File: src/rtl/aes_mode_pkg.sv
// Shared types for the AES block-chaining sequencer.
// AES_MODE_CTR_EN enables CTR mode; without it a CTR request falls back to ECB.
package aes_mode_pkg;

    localparam int unsigned BlockWidth = 128;

    typedef enum logic [2:0] {
        MODE_ECB = 3'b001,
        MODE_CBC = 3'b010,
        MODE_CTR = 3'b100
    } aes_mode_e;

    typedef enum logic [1:0] {
        IDLE = 2'd0,
        CIN  = 2'd1,
        COUT = 2'd2,
        OUT  = 2'd3
    } aes_state_e;

    // Any mode encoding that is not a supported one-hot value runs as ECB.
    function automatic aes_mode_e mode_legalize(input logic [2:0] mode);
        case (mode)
            3'b010:  return MODE_CBC;
`ifdef AES_MODE_CTR_EN
            3'b100:  return MODE_CTR;
`endif
            default: return MODE_ECB;
        endcase
    endfunction

endpackage

File: src/rtl/aes_ctr_inc.sv
// CTR counter step: low CtrWidth bits of the IV increment with wrap, upper bits held.
module aes_ctr_inc
    import aes_mode_pkg::*;
#(
    parameter int unsigned CtrWidth = 32
) (
    input  logic [BlockWidth-1:0] iv_i,
    output logic [BlockWidth-1:0] iv_inc_c
);

    logic [CtrWidth-1:0] ctr_next;

    assign ctr_next = iv_i[CtrWidth-1:0] + CtrWidth'(1);

    if (CtrWidth < BlockWidth) begin : g_part
        assign iv_inc_c = {iv_i[BlockWidth-1:CtrWidth], ctr_next};
    end else begin : g_full
        assign iv_inc_c = ctr_next;
    end

endmodule

File: src/rtl/aes_mode_ctrl.sv
// ECB/CBC/CTR chaining sequencer between the host side and aes_cipher_core.
// CTR mode and its counter exist only when AES_MODE_CTR_EN is defined.
module aes_mode_ctrl
    import aes_mode_pkg::*;
#(
    parameter int unsigned CtrWidth = 32
) (
    input  logic         clk_i,
    input  logic         rst_ni,
    input  logic [2:0]   mode_i,
    input  logic         op_i,
    input  logic [127:0] iv_i,
    input  logic         iv_load_i,
    output logic [127:0] iv_o,
    input  logic         in_valid_i,
    output logic         in_ready_o,
    input  logic [127:0] data_in_i,
    output logic         out_valid_o,
    input  logic         out_ready_i,
    output logic [127:0] data_out_o,
    output logic         busy_o,
    output logic         cipher_in_valid_o,
    input  logic         cipher_in_ready_i,
    output logic         cipher_op_o,
    output logic [127:0] cipher_state_o,
    input  logic         cipher_out_valid_i,
    output logic         cipher_out_ready_o,
    input  logic [127:0] cipher_state_i
);

    if (CtrWidth < 8 || CtrWidth > BlockWidth) begin : g_bad_ctr_width
        $error("aes_mode_ctrl: CtrWidth must be within 8..128");
    end

    aes_state_e      state_q;
    aes_mode_e       mode_q;
    aes_mode_e       mode_in;
    logic            op_q;
    logic [127:0]    data_q;
    logic [127:0]    iv_q;
    logic [127:0]    iv_eff;
    logic [127:0]    cin_next;
    logic [127:0]    result;
    logic [127:0]    iv_next;
    logic            in_ready_q;
    logic            out_valid_q;
    logic            cin_valid_q;
    logic            cout_ready_q;
    logic            cipher_op_q;
    logic [127:0]    cipher_state_q;
    logic [127:0]    data_out_q;

`ifdef AES_MODE_CTR_EN
    logic [127:0] iv_inc;

    aes_ctr_inc #(
        .CtrWidth (CtrWidth)
    ) u_ctr_inc (
        .iv_i     (iv_q),
        .iv_inc_c (iv_inc)
    );
`endif

    assign mode_in = mode_legalize(mode_i);
    // A load in the accept cycle must already feed the new block.
    assign iv_eff  = iv_load_i ? iv_i : iv_q;

    always_comb begin
        cin_next = data_in_i;
        case (mode_in)
            MODE_CBC: cin_next = op_i ? data_in_i : (data_in_i ^ iv_eff);
`ifdef AES_MODE_CTR_EN
            MODE_CTR: cin_next = iv_eff;
`endif
            default:  cin_next = data_in_i;
        endcase
    end

    always_comb begin
        result  = cipher_state_i;
        iv_next = iv_q;
        case (mode_q)
            MODE_CBC: begin
                if (op_q) begin
                    result  = cipher_state_i ^ iv_q;
                    iv_next = data_q;
                end else begin
                    iv_next = cipher_state_i;
                end
            end
`ifdef AES_MODE_CTR_EN
            MODE_CTR: begin
                result  = data_q ^ cipher_state_i;
                iv_next = iv_inc;
            end
`endif
            default: begin
                result  = cipher_state_i;
                iv_next = iv_q;
            end
        endcase
    end

    always_ff @(posedge clk_i or negedge rst_ni) begin
        if (!rst_ni) begin
            state_q        <= IDLE;
            mode_q         <= MODE_ECB;
            op_q           <= 1'b0;
            data_q         <= '0;
            iv_q           <= '0;
            in_ready_q     <= 1'b1;
            out_valid_q    <= 1'b0;
            cin_valid_q    <= 1'b0;
            cout_ready_q   <= 1'b0;
            cipher_op_q    <= 1'b0;
            cipher_state_q <= '0;
            data_out_q     <= '0;
        end else begin
            case (state_q)
                IDLE: begin
                    if (iv_load_i) begin
                        iv_q <= iv_i;
                    end
                    if (in_valid_i && in_ready_q) begin
                        data_q         <= data_in_i;
                        mode_q         <= mode_in;
                        op_q           <= op_i;
                        cipher_state_q <= cin_next;
                        cipher_op_q    <= (mode_in == MODE_CTR) ? 1'b0 : op_i;
                        in_ready_q     <= 1'b0;
                        cin_valid_q    <= 1'b1;
                        state_q        <= CIN;
                    end
                end
                CIN: begin
                    if (cipher_in_ready_i) begin
                        cin_valid_q  <= 1'b0;
                        cout_ready_q <= 1'b1;
                        state_q      <= COUT;
                    end
                end
                COUT: begin
                    if (cipher_out_valid_i) begin
                        data_out_q   <= result;
                        iv_q         <= iv_next;
                        cout_ready_q <= 1'b0;
                        out_valid_q  <= 1'b1;
                        state_q      <= OUT;
                    end
                end
                OUT: begin
                    if (out_ready_i) begin
                        out_valid_q <= 1'b0;
                        in_ready_q  <= 1'b1;
                        state_q     <= IDLE;
                    end
                end
                default: state_q <= IDLE;
            endcase
        end
    end

    assign iv_o               = iv_q;
    assign in_ready_o         = in_ready_q;
    assign out_valid_o        = out_valid_q;
    assign data_out_o         = data_out_q;
    assign busy_o             = (state_q != IDLE);
    assign cipher_in_valid_o  = cin_valid_q;
    assign cipher_op_o        = cipher_op_q;
    assign cipher_state_o     = cipher_state_q;
    assign cipher_out_ready_o = cout_ready_q;

endmodule

File: config.mk
export PLATFORM = sky130hd
export DESIGN_NAME = aes_mode_ctrl
export DESIGN_NICKNAME = d
export VERILOG_FILES = /design/src/rtl/aes_mode_pkg.sv /design/src/rtl/aes_ctr_inc.sv /design/src/rtl/aes_mode_ctrl.sv
export SDC_FILE = /design/constraint.sdc
export NUM_CORES = 1
export LEC_CHECK = 0
export CAP_MARGIN = 20
export CORE_UTILIZATION = 30
export CTS_BUF_LIST = sky130_fd_sc_hd__clkbuf_2 sky130_fd_sc_hd__clkbuf_4 sky130_fd_sc_hd__clkbuf_8
export DETAILED_ROUTE_END_ITERATION = 10
export GPL_TIMING_DRIVEN = 0
export PLACE_DENSITY = 0.58
export RECOVER_POWER = 25
export SLEW_MARGIN = 10
export SYNTH_ARGS = -nofsm -noshare
export SYNTH_HDL_FRONTEND = slang
export SYNTH_SLANG_ARGS = --single-unit
File: constraint.sdc
create_clock -name clk_i -period 2.55 [get_ports clk_i]
set_clock_uncertainty 0.15 [all_clocks]
set_input_delay 0.255 -clock clk_i [delete_from_list [all_inputs] [get_ports clk_i]]
set_output_delay 0.255 -clock clk_i [all_outputs]
set_load 0.02 [all_outputs]
; ---- After elaboration in Yosys (flattened, before gate mapping)
; Cells that the tools add are included.
; W data, S select, Z words.
[word_totals]
reg_bits = 523
out_inout_bits = 390
in_bits = 395
[op_classes]
mux = 28
n_reduce_logical = 16
bitwise = 2
n_eq_ne = 12
[op_table]
columns = op, count
row1 = $mux W128, 8
row2 = $pmux W128 S2, 1
row3 = $xor A128 B128 Y128, 2
row4 = $reduce_and A3 Y1, 5
row5 = $reduce_bool A2 Y1, 6
row6 = $mux W2, 5
row7 = $mux W1, 9
row8 = $ne A2 B2 Y1 const B, 4
row9 = $pmux W1 S2, 4
row10 = $pmux W2 S4, 1
row11 = $eq A2 B2 Y1 const B, 3
row12 = $eq A3 B2 Y1 const B, 2
row13 = $reduce_and A2 Y1, 2
row14 = $reduce_and A4 Y1, 1
row15 = $eq A2 B3 Y1 const B, 1
row16 = $eq A2 B1 Y1 const B, 1
row17 = $logic_not A2 Y1, 1
row18 = $ne A2 B1 Y1 const B, 1
row19 = $logic_and A1 B1 Y1, 1

; ---- Longest topological paths before layout
[logic_depth]
depth_word = 4
depth_mapped = 10
depth_no_buf = 5

; ---- Worst setup path after synthesis
; Ideal clock, no wire load.
[synth_path]
path_type = register to register
from = register state_q[0]
to = register iv_q[100], in the netlist iv_o[100]
stages_incl_launch_ff = 9
setup_time_ns = 0.125
slack_ns = 0.441
arrival_ns = 1.834
t_required_ns = 2.275
cell_sequence = dfrtp_1 > inv_1 > ha_1 > clkbuf_1 > nand2b_1 > a21oi_1 > clkbuf_1 > buf_2 > mux2_2
[synth_between]
elab_chain_len = 3
word_cells_on_any_way = 7
cone_classes = 3 x eq/ne / 1 x mux / 3 x reduce/logical
[synth_lines]
columns = item, line_no
row1 = from (decl), aes_mode_ctrl.sv:35  ; aes_state_e state_q;
row2 = from (signal assigned), aes_mode_ctrl.sv:106  ; state_q <= IDLE;
row3 = from (signal assigned), aes_mode_ctrl.sv:132  ; state_q <= CIN;
row4 = from (signal assigned), aes_mode_ctrl.sv:139  ; state_q <= COUT;
row5 = $eq A2 B2 Y1 / $logic_not A2 Y1 (equally long branches), aes_mode_ctrl.sv:119  ; case (state_q)
row6 = "$ne A2 B1 Y1 (no source line), or another cell as far along", --
row7 = $reduce_and A3 Y1 (no source line), --
row8 = to (signal assigned), aes_mode_ctrl.sv:122  ; iv_q <= iv_i;
row9 = to (signal assigned), aes_mode_ctrl.sv:145  ; iv_q <= iv_next;
row10 = to (decl), aes_mode_ctrl.sv:40  ; logic [127:0] iv_q;
; Several ways; a longest one is shown, not always the timed one.
; A chain may end at the register's enable or synchronous reset.

; ---- Worst setup path after layout
[layout_path]
from = input port op_i
to = register cipher_state_q[98], in the netlist cipher_state_o[98]
[layout_between]
elab_chain_len = 2
[layout_lines]
columns = item, line_no
row1 = from (decl), aes_mode_ctrl.sv:11  ; input logic op_i,
row2 = $mux W128, aes_mode_ctrl.sv:71  ; MODE_CBC: cin_next = op_i ? data_in_i : (data_in_i ^ iv_eff);
row3 = $mux W128, aes_mode_ctrl.sv:70  ; case (mode_in)
row4 = to (signal assigned), aes_mode_ctrl.sv:128  ; cipher_state_q <= cin_next;
row5 = to (decl), aes_mode_ctrl.sv:50  ; logic [127:0] cipher_state_q;
; Every way passes these cells.

==> results.ini <==
[synthesis]
netlist_top_cells_count=522 x nand2_1, 519 x dfrtp_1, 386 x mux2i_1, 262 x o21ai_0, 134 x clkbuf_1
syn-cell-area_um2=27100
synth_cells=2704
synth-seq-cells=521
yosys_warnings=0
synth_edf_count=0
synth_cell_type_count=29
ys_seq_area_frac=0.482
synthArstFlopShare=1.00
syn_avg_cell_area_um2=10.0
synth_nets=3105
synth.area.top_cells=dfrtp_1 48%, mux2i_1 14%, nand2_1 7.2%
yosysMostFrequentCell=nand2_1
synth_top_area_frac=0.480
yosys.area.top_type=dfrtp_1
synth-main-ff-cell=dfrtp_1

[critical_path]
worstPathArrival_ns=2.89
cp-start-kind=input port
worstPathRequired_ns=2.93
crit_fanout=10
crit_type=in2reg
endpoint_kind=flip-flop

[cts]
root_buffer=clkbuf_8
cts_tree=built
clkLatencyLatePin_ns=0.69
clk_pin_slew_worst_paths_ns=0.06
cts_buffers=100
clock_sinks=521
h-tree-depth=3
cts_setup_buffers=0
clk_path_buf_depth=3

[die]
dieArea_um2=91400
start_util=0.304
dieHeight_um=302
core_um2=88900
num_io_pins=785
rows=109
die_w_um=302

[grt]
grt_first_pass_wirelength_um=176000
first_global_vias=25300
grt_max_degree=103
antenna_found_initial=28
gr-total-overflow=0
grt_use_total=0.262

[drt]
wirelength_um=124000
drcViolationCount=0
dr.pass1.iters=5
ant_nets=0
viasPerCell=5.13
vias=25500
wl_per_cell_um=25.1
first_iter_violations=1509

[placed_design]
post-place-cells=4660
io_buffers=783
gp_congestion=0.885
dp_hpwl_um=91600

[timing]
setup_viol_count_final=0
fmax_ghz=0.399
relSlewSlack=0.334
slew_violations=0
tightest_slew_ns=0.999
finalHoldViolCount=0
fin_crit_sh=0.982
fin_setup_tns_ns=0
period_minus_slack_ns=2.50
rsz0062_at_grt=yes

[worst_hold_path]
min_path_type=in2reg

[cells_and_area]
instances_no_fill=4967
synthToLayoutAreaGrowth_pct=48.2
fin_nets=4110
fill_cells=8659
drive_gt1_frac=0.121

[outcome]
status=complete, no violations

[pwr]
power_leakage_uw=0.0169
peakVddDrop_v=0.000677
power.density_nw_per_um2=1260

[job]
drv_cap=0

-- critical path, cell delays in order --
cell	delay, ns
dlygate4sd3_1	0.57
clkdlybuf4s50_1	0.48
or4b_4	0.56
clkbuf_1	0.29
clkbuf_1	0.34
o21ai_0	0.28
a31oi_1	0.13
-- sequential cells by signal, indices dropped and copies added (netlist names) --
signal	flops
cipher_out_ready_o	1
data_out_o	128
in_ready_o	1
cipher_op_o	1
cipher_in_valid_o	1
cipher_state_o	128
out_valid_o	1
mode_q	2
iv_o	128
state_q	2
data_q	128
-- metrics by stage --
| stage | setup WS, ns | hold slack [ns] | total power (uW) | util | cell area [um2] |
|---|---|---|---|---|---|
| global placement | -24.07 | 0.308 | 41000 | 0.409 | 36400 |
| finish | 0.0452 | 0.0859 | 50700 | 0.451 | 40100 |
| floorplan | 0.441 | -0.191 | 28400 | - | 27100 |
| global route | -0.00968 | 0.0422 | 53300 | 0.451 | 40100 |
| detailed placement | -1.07 | 0.126 | 41300 | 0.411 | 36600 |
| CTS | 0.00794 | -0.0674 | 50800 | 0.449 | 40000 |
-- report_power, final --
group / switching, uW / internal, uW / leakage (uW)
registers: 3270 / 12300 / 0.00626
logic: 14600 / 11500 / 0.00948
clock network: 3940 / 5110 / 0.00116
-- cell usage in the layout, fill, tap and decap left out, types with 3 or more instances in the layout --
cell	synthesis	layout
buf_1	11	10
dlygate4sd3_1	0	110
inv_1	6	5
mux2i_1	386	386
xor2_1	128	128
clkbuf_2	12	53
nand2_1	522	521
clkinv_2	0	12
clkbuf_8	0	131
or3_1	128	128
nor2_1	130	130
clkinv_8	0	3
diode_2	0	15
ha_1	6	4
buf_6	2	11
clkbuf_1	134	75
a31oi_1	128	128
buf_4	1	6
buf_2	54	41
dfrtp_1	519	519
clkdlybuf4s50_1	0	780
nand4b_1	128	128
mux2_2	129	129
buf_8	0	4
clkbuf_4	0	49
buf_16	0	4
o21ai_0	262	262
-- cell families after synthesis --
logic type	share of synthesized area
multiplexers	0.196
adder cells (fa/ha/maj)	0.00277
flip-flops	0.482
XOR/XNOR	0.0414
AO/OA/AOI/OAI	0.0795
AND/OR/NAND/NOR	0.164
buffers and inverters	0.0342
-- timing repair --
action / CTS / global route
endpoints found under the setup margin: 510 / 260
endpoints found under the hold margin: 388 / 38
gates resized for setup: 79 / 47
hold buffers: 109 / 4
-- worst paths after layout --
| path | startpoint | endpoint | slack (ns) | depth (start not counted) |
|---|---|---|---|---|
| max | op_i | cipher_state_o[98] | 0.05 | 7 |
| min | data_in_i[41] | data_q[41] | 0.09 | 3 |
| max reg2reg | cipher_op_o | data_out_o[97] | 0.07 | 6 |
| min reg2reg | data_q[95] | data_q[95] | 0.32 | 2 |
| max in group asynchronous | rst_ni | cipher_state_o[107] | 0.19 | 6 |
| min in group asynchronous | rst_ni | cipher_state_o[58] | 0.59 | 4 |
-- cell type report --
cell class                 count  area [um2]  share of cell area
sequential                   521       13000               0.325
antenna                       15        37.5            0.000936
timing repair buffer         904        9130               0.228
multi-input combinational   1963       13100               0.327
buffer                       213        1120              0.0280
inverter                       6        22.5            0.000561
tap                         1165        1460              0.0363
clock inverter                18         158             0.00393
clock buffer                 162        2020              0.0503
-- metal layers --
layer  track usage  up-vias  part of all wire
met3        0.0692      198             0.083
met4        0.0871       20             0.029
met5             0        -            0.0011
li1              -    11500                 -
met2         0.436     1063              0.47
met1         0.330    12600              0.41
(Power assumes the default switching activity.)
